`src/rtl/load_store_unit.sv`:
```
// load_store_unit: single-outstanding load/store sequencer between the datapath
// and a word-addressed data memory. It captures one request, strobes the memory
// for exactly one cycle, waits for mem_ack with a 15-cycle timeout, and writes
// load data back to the register file.
// Optional feature: define LSU_BYTE_ACCESS_EN to honour req_byte (LDRB/STRB).
module load_store_unit (
    input  logic        clk,
    input  logic        rst,
    input  logic        req_valid,
    output logic        req_ready,
    input  logic        req_is_load,
    input  logic [31:0] req_addr,
    input  logic [31:0] req_wdata,
    input  logic [3:0]  req_rd,
    input  logic        req_byte,
    output logic [10:0] mem_addr,
    output logic        mem_rd_en,
    output logic        mem_wr_en,
    output logic [31:0] mem_wdata,
    output logic [3:0]  mem_be,
    input  logic [31:0] mem_rdata,
    input  logic        mem_ack,
    output logic [3:0]  w_addr_ldr,
    output logic        w_en_ldr,
    output logic [31:0] w_data_ldr,
    output logic        busy,
    output logic        err
);

    typedef enum logic [1:0] {IDLE, ISSUE, WAIT, WB} state_t;

    state_t      state;
    state_t      state_nx;
    logic [3:0]  tmo_cnt;
    logic        is_load_q;
    logic        accept;
    logic        eff_byte;
    logic        misaligned;
    logic        in_mem_phase;
    logic        timeout;
    logic [31:0] load_data;
    logic [3:0]  store_be;
    logic [31:0] store_wdata;

    // Only the word address bits reach the memory; the rest of the byte address is dropped.
    logic [18:0] addr_hi_unused;
    assign addr_hi_unused = req_addr[31:13];

`ifdef LSU_BYTE_ACCESS_EN
    logic       byte_q;
    logic [1:0] lane_q;
    logic [7:0] lane_byte;

    assign eff_byte    = req_byte;
    assign store_be    = eff_byte ? (4'b0001 << req_addr[1:0]) : 4'hF;
    assign store_wdata = eff_byte ? {4{req_wdata[7:0]}} : req_wdata;

    // Pick the addressed byte lane out of the returned word
    always_comb begin
        // NOTE: every combinational output gets a default first so no path leaves it unassigned (no latch).
        lane_byte = mem_rdata[7:0];
        case (lane_q)
            2'd1:    lane_byte = mem_rdata[15:8];
            2'd2:    lane_byte = mem_rdata[23:16];
            2'd3:    lane_byte = mem_rdata[31:24];
            default: lane_byte = mem_rdata[7:0];
        endcase
    end

    assign load_data = byte_q ? {24'h0, lane_byte} : mem_rdata;

    // Remember byte mode and lane of the accepted request for load data extraction
    always_ff @(posedge clk or posedge rst) begin
        if (rst) begin
            byte_q <= 1'b0;
            lane_q <= 2'd0;
        end else if (accept) begin
            byte_q <= req_byte;
            lane_q <= req_addr[1:0];
        end
    end
`else
    // Without byte support every access is a word access and req_byte is ignored.
    logic byte_unused;
    assign byte_unused = req_byte;
    assign eff_byte    = 1'b0;
    assign store_be    = 4'hF;
    assign store_wdata = req_wdata;
    assign load_data   = mem_rdata;
`endif

    assign accept       = req_valid && (state == IDLE);
    assign misaligned   = !eff_byte && (req_addr[1:0] != 2'b00);
    assign in_mem_phase = (state == ISSUE) || (state == WAIT);
    // The 15th consecutive cycle without ack ends the transaction.
    assign timeout      = in_mem_phase && !mem_ack && (tmo_cnt == 4'd14);

    // State register
    always_ff @(posedge clk or posedge rst) begin
        // NOTE: sequential state uses non-blocking assignments so all flops update together at the edge.
        if (rst) state <= IDLE;
        else     state <= state_nx;
    end

    // Next-state and per-state strobes
    always_comb begin
        state_nx  = state;
        req_ready = 1'b0;
        busy      = 1'b1;
        mem_rd_en = 1'b0;
        mem_wr_en = 1'b0;
        w_en_ldr  = 1'b0;
        case (state)
            IDLE: begin
                req_ready = 1'b1;
                busy      = 1'b0;
                if (req_valid && !misaligned) state_nx = ISSUE;
            end
            ISSUE: begin
                mem_rd_en = is_load_q;
                mem_wr_en = !is_load_q;
                if (mem_ack)      state_nx = is_load_q ? WB : IDLE;
                else if (timeout) state_nx = IDLE;
                else              state_nx = WAIT;
            end
            WAIT: begin
                if (mem_ack)      state_nx = is_load_q ? WB : IDLE;
                else if (timeout) state_nx = IDLE;
            end
            WB: begin
                w_en_ldr = 1'b1;
                state_nx = IDLE;
            end
            default: state_nx = IDLE;
        endcase
    end

    // Ack timeout counter: restarts on each accepted request, counts ack-less memory cycles
    always_ff @(posedge clk or posedge rst) begin
        if (rst)                          tmo_cnt <= 4'd0;
        else if (accept)                  tmo_cnt <= 4'd0;
        else if (in_mem_phase && !mem_ack) tmo_cnt <= tmo_cnt + 4'd1;
    end

    // Capture request fields; memory-side outputs stay stable until the next acceptance
    always_ff @(posedge clk or posedge rst) begin
        if (rst) begin
            is_load_q  <= 1'b0;
            mem_addr   <= 11'd0;
            mem_wdata  <= 32'd0;
            mem_be     <= 4'd0;
            w_addr_ldr <= 4'd0;
        end else if (accept) begin
            is_load_q  <= req_is_load;
            mem_addr   <= req_addr[12:2];
            mem_wdata  <= store_wdata;
            mem_be     <= store_be;
            w_addr_ldr <= req_rd;
        end
    end

    // Latch load data on the acknowledging cycle
    always_ff @(posedge clk or posedge rst) begin
        if (rst)                                     w_data_ldr <= 32'd0;
        else if (in_mem_phase && mem_ack && is_load_q) w_data_ldr <= load_data;
    end

    // One-cycle error pulse after a misaligned request or a memory timeout
    always_ff @(posedge clk or posedge rst) begin
        if (rst) err <= 1'b0;
        else     err <= (accept && misaligned) || timeout;
    end

endmodule

```
`config.mk`:
```
export PLATFORM = sky130hd
export DESIGN_NAME = load_store_unit
export DESIGN_NICKNAME = d
export VERILOG_FILES = /design/src/rtl/load_store_unit.sv
export SDC_FILE = /design/constraint.sdc
export NUM_CORES = 1
export LEC_CHECK = 0
export BUFFER_PORTS_ARGS = -buffer_cell sky130_fd_sc_hd__buf_4
export CELL_PAD_IN_SITES_DETAIL_PLACEMENT = 0
export CELL_PAD_IN_SITES_GLOBAL_PLACEMENT = 2
export CORE_ASPECT_RATIO = 1.4
export CORE_MARGIN = 1
export CORE_UTILIZATION = 29
export CTS_CLUSTER_SIZE = 40
export DETAILED_ROUTE_END_ITERATION = 6
export PLACE_DENSITY = 0.85
export SKIP_LAST_GASP = 1
export SYNTH_ARGS = -nofsm -noshare
export SYNTH_HDL_FRONTEND = slang
export SYNTH_SLANG_ARGS = --single-unit
```
`constraint.sdc`:
```
create_clock -name clk -period 9.7 [get_ports clk]
set_input_delay 2.91 -clock clk [delete_from_list [all_inputs] [get_ports clk]]
set_output_delay 2.91 -clock clk [all_outputs]
set_load 0.005 [all_outputs]
```
==> out/results.tsv <==
stage	metric	value	unit
run_status	status	complete, no violations	
critical_path	Worst R2R Path Depth	5	
timing	Setup TNS	0	ns
placement	DP HPWL	6050	um
routing	Initial DRC Count	75	
timing	worst hold slack	0.490	ns
cts	Max clock buf depth	2	
cts	post-CTS sizing	0	
worst_hold_path	Hold Path Stages	1	
placement	placer congestion estimate	0.733	
critical_path	RR Endpoint	w_addr_ldr[2]$_DFFE_PP0P_	
layout	area growth from synthesis to layout	49.9	%
floorplan	Core Rows	46	
floorplan	Die X	94.5	um
critical_path	critical path endpoint category	output pin	
floorplan	DIE AREA	0.0124	mm2
critical_path	most used cell, CP	inv_1	
worst_hold_path	worst hold path startpoint	w_data_ldr[27]$_DFFE_PP0P_	
critical_path	reg-to-reg startpoint	state[1]$_DFFE_PP0P_	
floorplan	core footprint	0.0115	mm2
timing	Slew headroom	39.9	%
yosys	syn_nets	336	
layout	Diodes inserted	0	
cts	worst skew pair latency	0.33	ns
critical_path	Worst Path Arrival	1.46	ns
yosys	cell type with the largest total area after synthesis	dfrtp_1	
timing	Final Cycle Share	45.1	%
cts	TritonCTS clock tree	done	
critical_path	CP Class	reg2out	
routing	Via density	4.46	
timing	final hold vios	0	
timing	minimum clock period	4.37	ns
global_routing	vias in the first global route	2641	
floorplan	IO Pins	195	
global_routing	antenna violations before repair	0	
cts	total number of H-tree levels	3	
routing	total routed wirelength	8100	um
critical_path	slowest CP cell	dfrtp_1	
routing	Vias	2443	
yosys	Synth area leaders	dfrtp_1 63%, mux2_2 16%, mux2_1 9.7%, ha_1 2.5%, buf_2 1.2%	
job	max cap viols	0	
timing	slew of the pin with the lowest slew margin	0.900	ns
power_and_ir_drop	Max VDD drop	0.128	mV
placement	I/O Buffers	174	
floorplan	Initial Utilization	30.2	%
cts	Post-CTS Repair Setup Buffers	0	
global_routing	largest net degree at the start of global routing	51	
worst_hold_path	worst hold-check path type	reg2reg	
critical_path	CP peak stage delay	0.40	ns
timing	RSZ-0062 raised after global routing	false	
routing	drt pass-1 iters	4	
critical_path	crit-path max FO	8	
global_routing	first-pass GRT wire length	12800	um
cts	cts bufs inserted	9	
global_routing	Total GRT Usage	13.4	%
layout	fillers	1119	
yosys	sequential area share after synthesis	63.4	%
critical_path	flop2flop setup slack	7.46	ns
critical_path	crit path cell chain	inv_1 -> ha_1 -> inv_1 -> buf_4	
yosys	Gate Count Post-Synth	223	
yosys	Unique masters post-synth	24	
global_routing	gr ovfl total	0	
cts	Clock Root Buffer	clkbuf_16	
yosys	top-area cell type share of the netlist area	63.4	%
yosys	Synth Area per Inst	15.6	um2
worst_hold_path	hold path endpoint	w_data_ldr[27]$_DFFE_PP0P_	
cts	cts-stage hold buffer count	0	
timing	clk_skew	0.00583	ns
floorplan	Die Height	131	um
layout	share of layout cells above drive strength 1	60.4	%
routing	DRC	0	
cts	clk sink count	88	
yosys	Post-Syn Area	0.00347	mm2
cts	CTS clk-pin slew, worst paths	0.06	ns
yosys	YS warnings	0	
critical_path	crit start category	flip-flop	
critical_path	WP data required	6.79	ns
timing	fmax	229	MHz
layout	Final nets	512	
routing	DRT antenna net count	0	
timing	setup violators final	0	
yosys	Synth Register Bits	88	
power_and_ir_drop	PwrDens	313	mW/mm2
power_and_ir_drop	Lkg Pwr	2.53	nW
timing	Slew Viols, Final	0	
routing	WL/cell	14.8	um
routing by layer:
layer / GRT usage, % / share of wire, % / wire (um) / up-vias
li1: - / - / - / 1119
met1: 14.0 / 36 / 2920 / 1214
met2: 24.2 / 55 / 4460 / 99
met3: 4.40 / 7.1 / 571 / 11
met4: 5.47 / 1.9 / 152 / 0
met5: 0 / 0 / 0 / -
final cells by class:
| class | instances | area (um2) | share of cell area (%) |
|---|---|---|---|
| Clock buffer | 11 | 233 | 4.47 |
| Inverter | 7 | 27.5 | 0.529 |
| Sequential cell | 88 | 2200 | 42.3 |
| Tap cell | 144 | 180 | 3.46 |
| Clock inverter | 5 | 57.6 | 1.11 |
| Timing Repair Buffer | 176 | 1320 | 25.4 |
| Multi-Input combinational cell | 117 | 1180 | 22.7 |
synthesized netlist by cell type:
library cell,instances
dfrtp_1,88
mux2_2,50
mux2_1,30
buf_2,8
ha_1,7
inv_1,7
a21oi_1,5
nand2_1,4
buf_4,3
mux2i_1,3
nand4_1,3
nor2b_1,2
xor2_1,2
a31oi_1,1
a32oi_1,1
and2_1,1
and2b_1,1
nand2b_1,1
nand3_2,1
nor2_1,1
nor3_1,1
o21ai_0,1
or2_2,1
xnor2_1,1
how the worst max path moves through the flow:
stage / start / end / slack, ns / cells after the start
after global routing: state[1]$_DFFE_PP0P_ / busy / 5.22 / 4
after global placement: mem_ack / w_data_ldr[29]$_DFFE_PP0P_ / 5.21 / 3
after floorplan: rst / err$_DFF_PP0_ / 4.51 / 1
after CTS: state[1]$_DFFE_PP0P_ / busy / 5.31 / 4
after detailed placement: mem_ack / w_data_ldr[2]$_DFFE_PP0P_ / 5.17 / 3
final: state[1]$_DFFE_PP0P_ / busy / 5.33 / 4
kinds of logic (layout without fill, tap and decap cells):
logic type | Yosys count | count (layout) | share of synthesized area (%)
xor+xnor | 3 | 3 | 0.757
mux | 83 | 83 | 26.8
compound gates | 8 | 8 | 1.30
buf+inv | 18 | 199 | 2.56
flops | 88 | 88 | 63.4
simple gates | 16 | 16 | 2.63
fa+ha+maj | 7 | 7 | 2.52
metrics by stage:
step / instance area (um2) / worst slack, ns / std cells / util (%) / power (mW)
finish: 5200 / 5.33 / 548 / 45.2 / 1.63
floorplan: 3470 / 4.51 / 223 / - / 0.936
CTS: 5200 / 5.31 / 548 / 45.2 / 1.66
global placement: 4910 / 5.21 / 532 / 42.7 / 1.29
global route: 5200 / 5.22 / 548 / 45.2 / 1.74
detailed placement: 4910 / 5.17 / 532 / 42.7 / 1.31
cell usage in the layout (no fill, tap or decap), types with 5 or more instances in the layout:
cell         n
inv_1        6
dfrtp_1     88
buf_4      176
clkbuf_16    9
mux2_1      30
mux2_2      50
a21oi_1      5
ha_1         7
flip-flops by register name, summed over array words and instances (netlist names):
name,count
mem_wdata,32
w_data_ldr,32
mem_addr,11
tmo_cnt,4
w_addr_ldr,4
state,2
err,1
is_load_q,1
mem_be,1
critical path, delay by kind of cell, from the launching register on:
family	cells	cell delay (ns)
fa+ha+maj	1	0.37
buf+inv	3	0.37
flops	1	0.40
power breakdown:
| group | total [mW] | internal (mW) | switching, mW |
|---|---|---|---|
| combinational | 0.648 | 0.412 | 0.236 |
| clock | 0.335 | 0.200 | 0.136 |
| sequential | 0.645 | 0.550 | 0.0950 |
(Power assumes the default switching activity.)
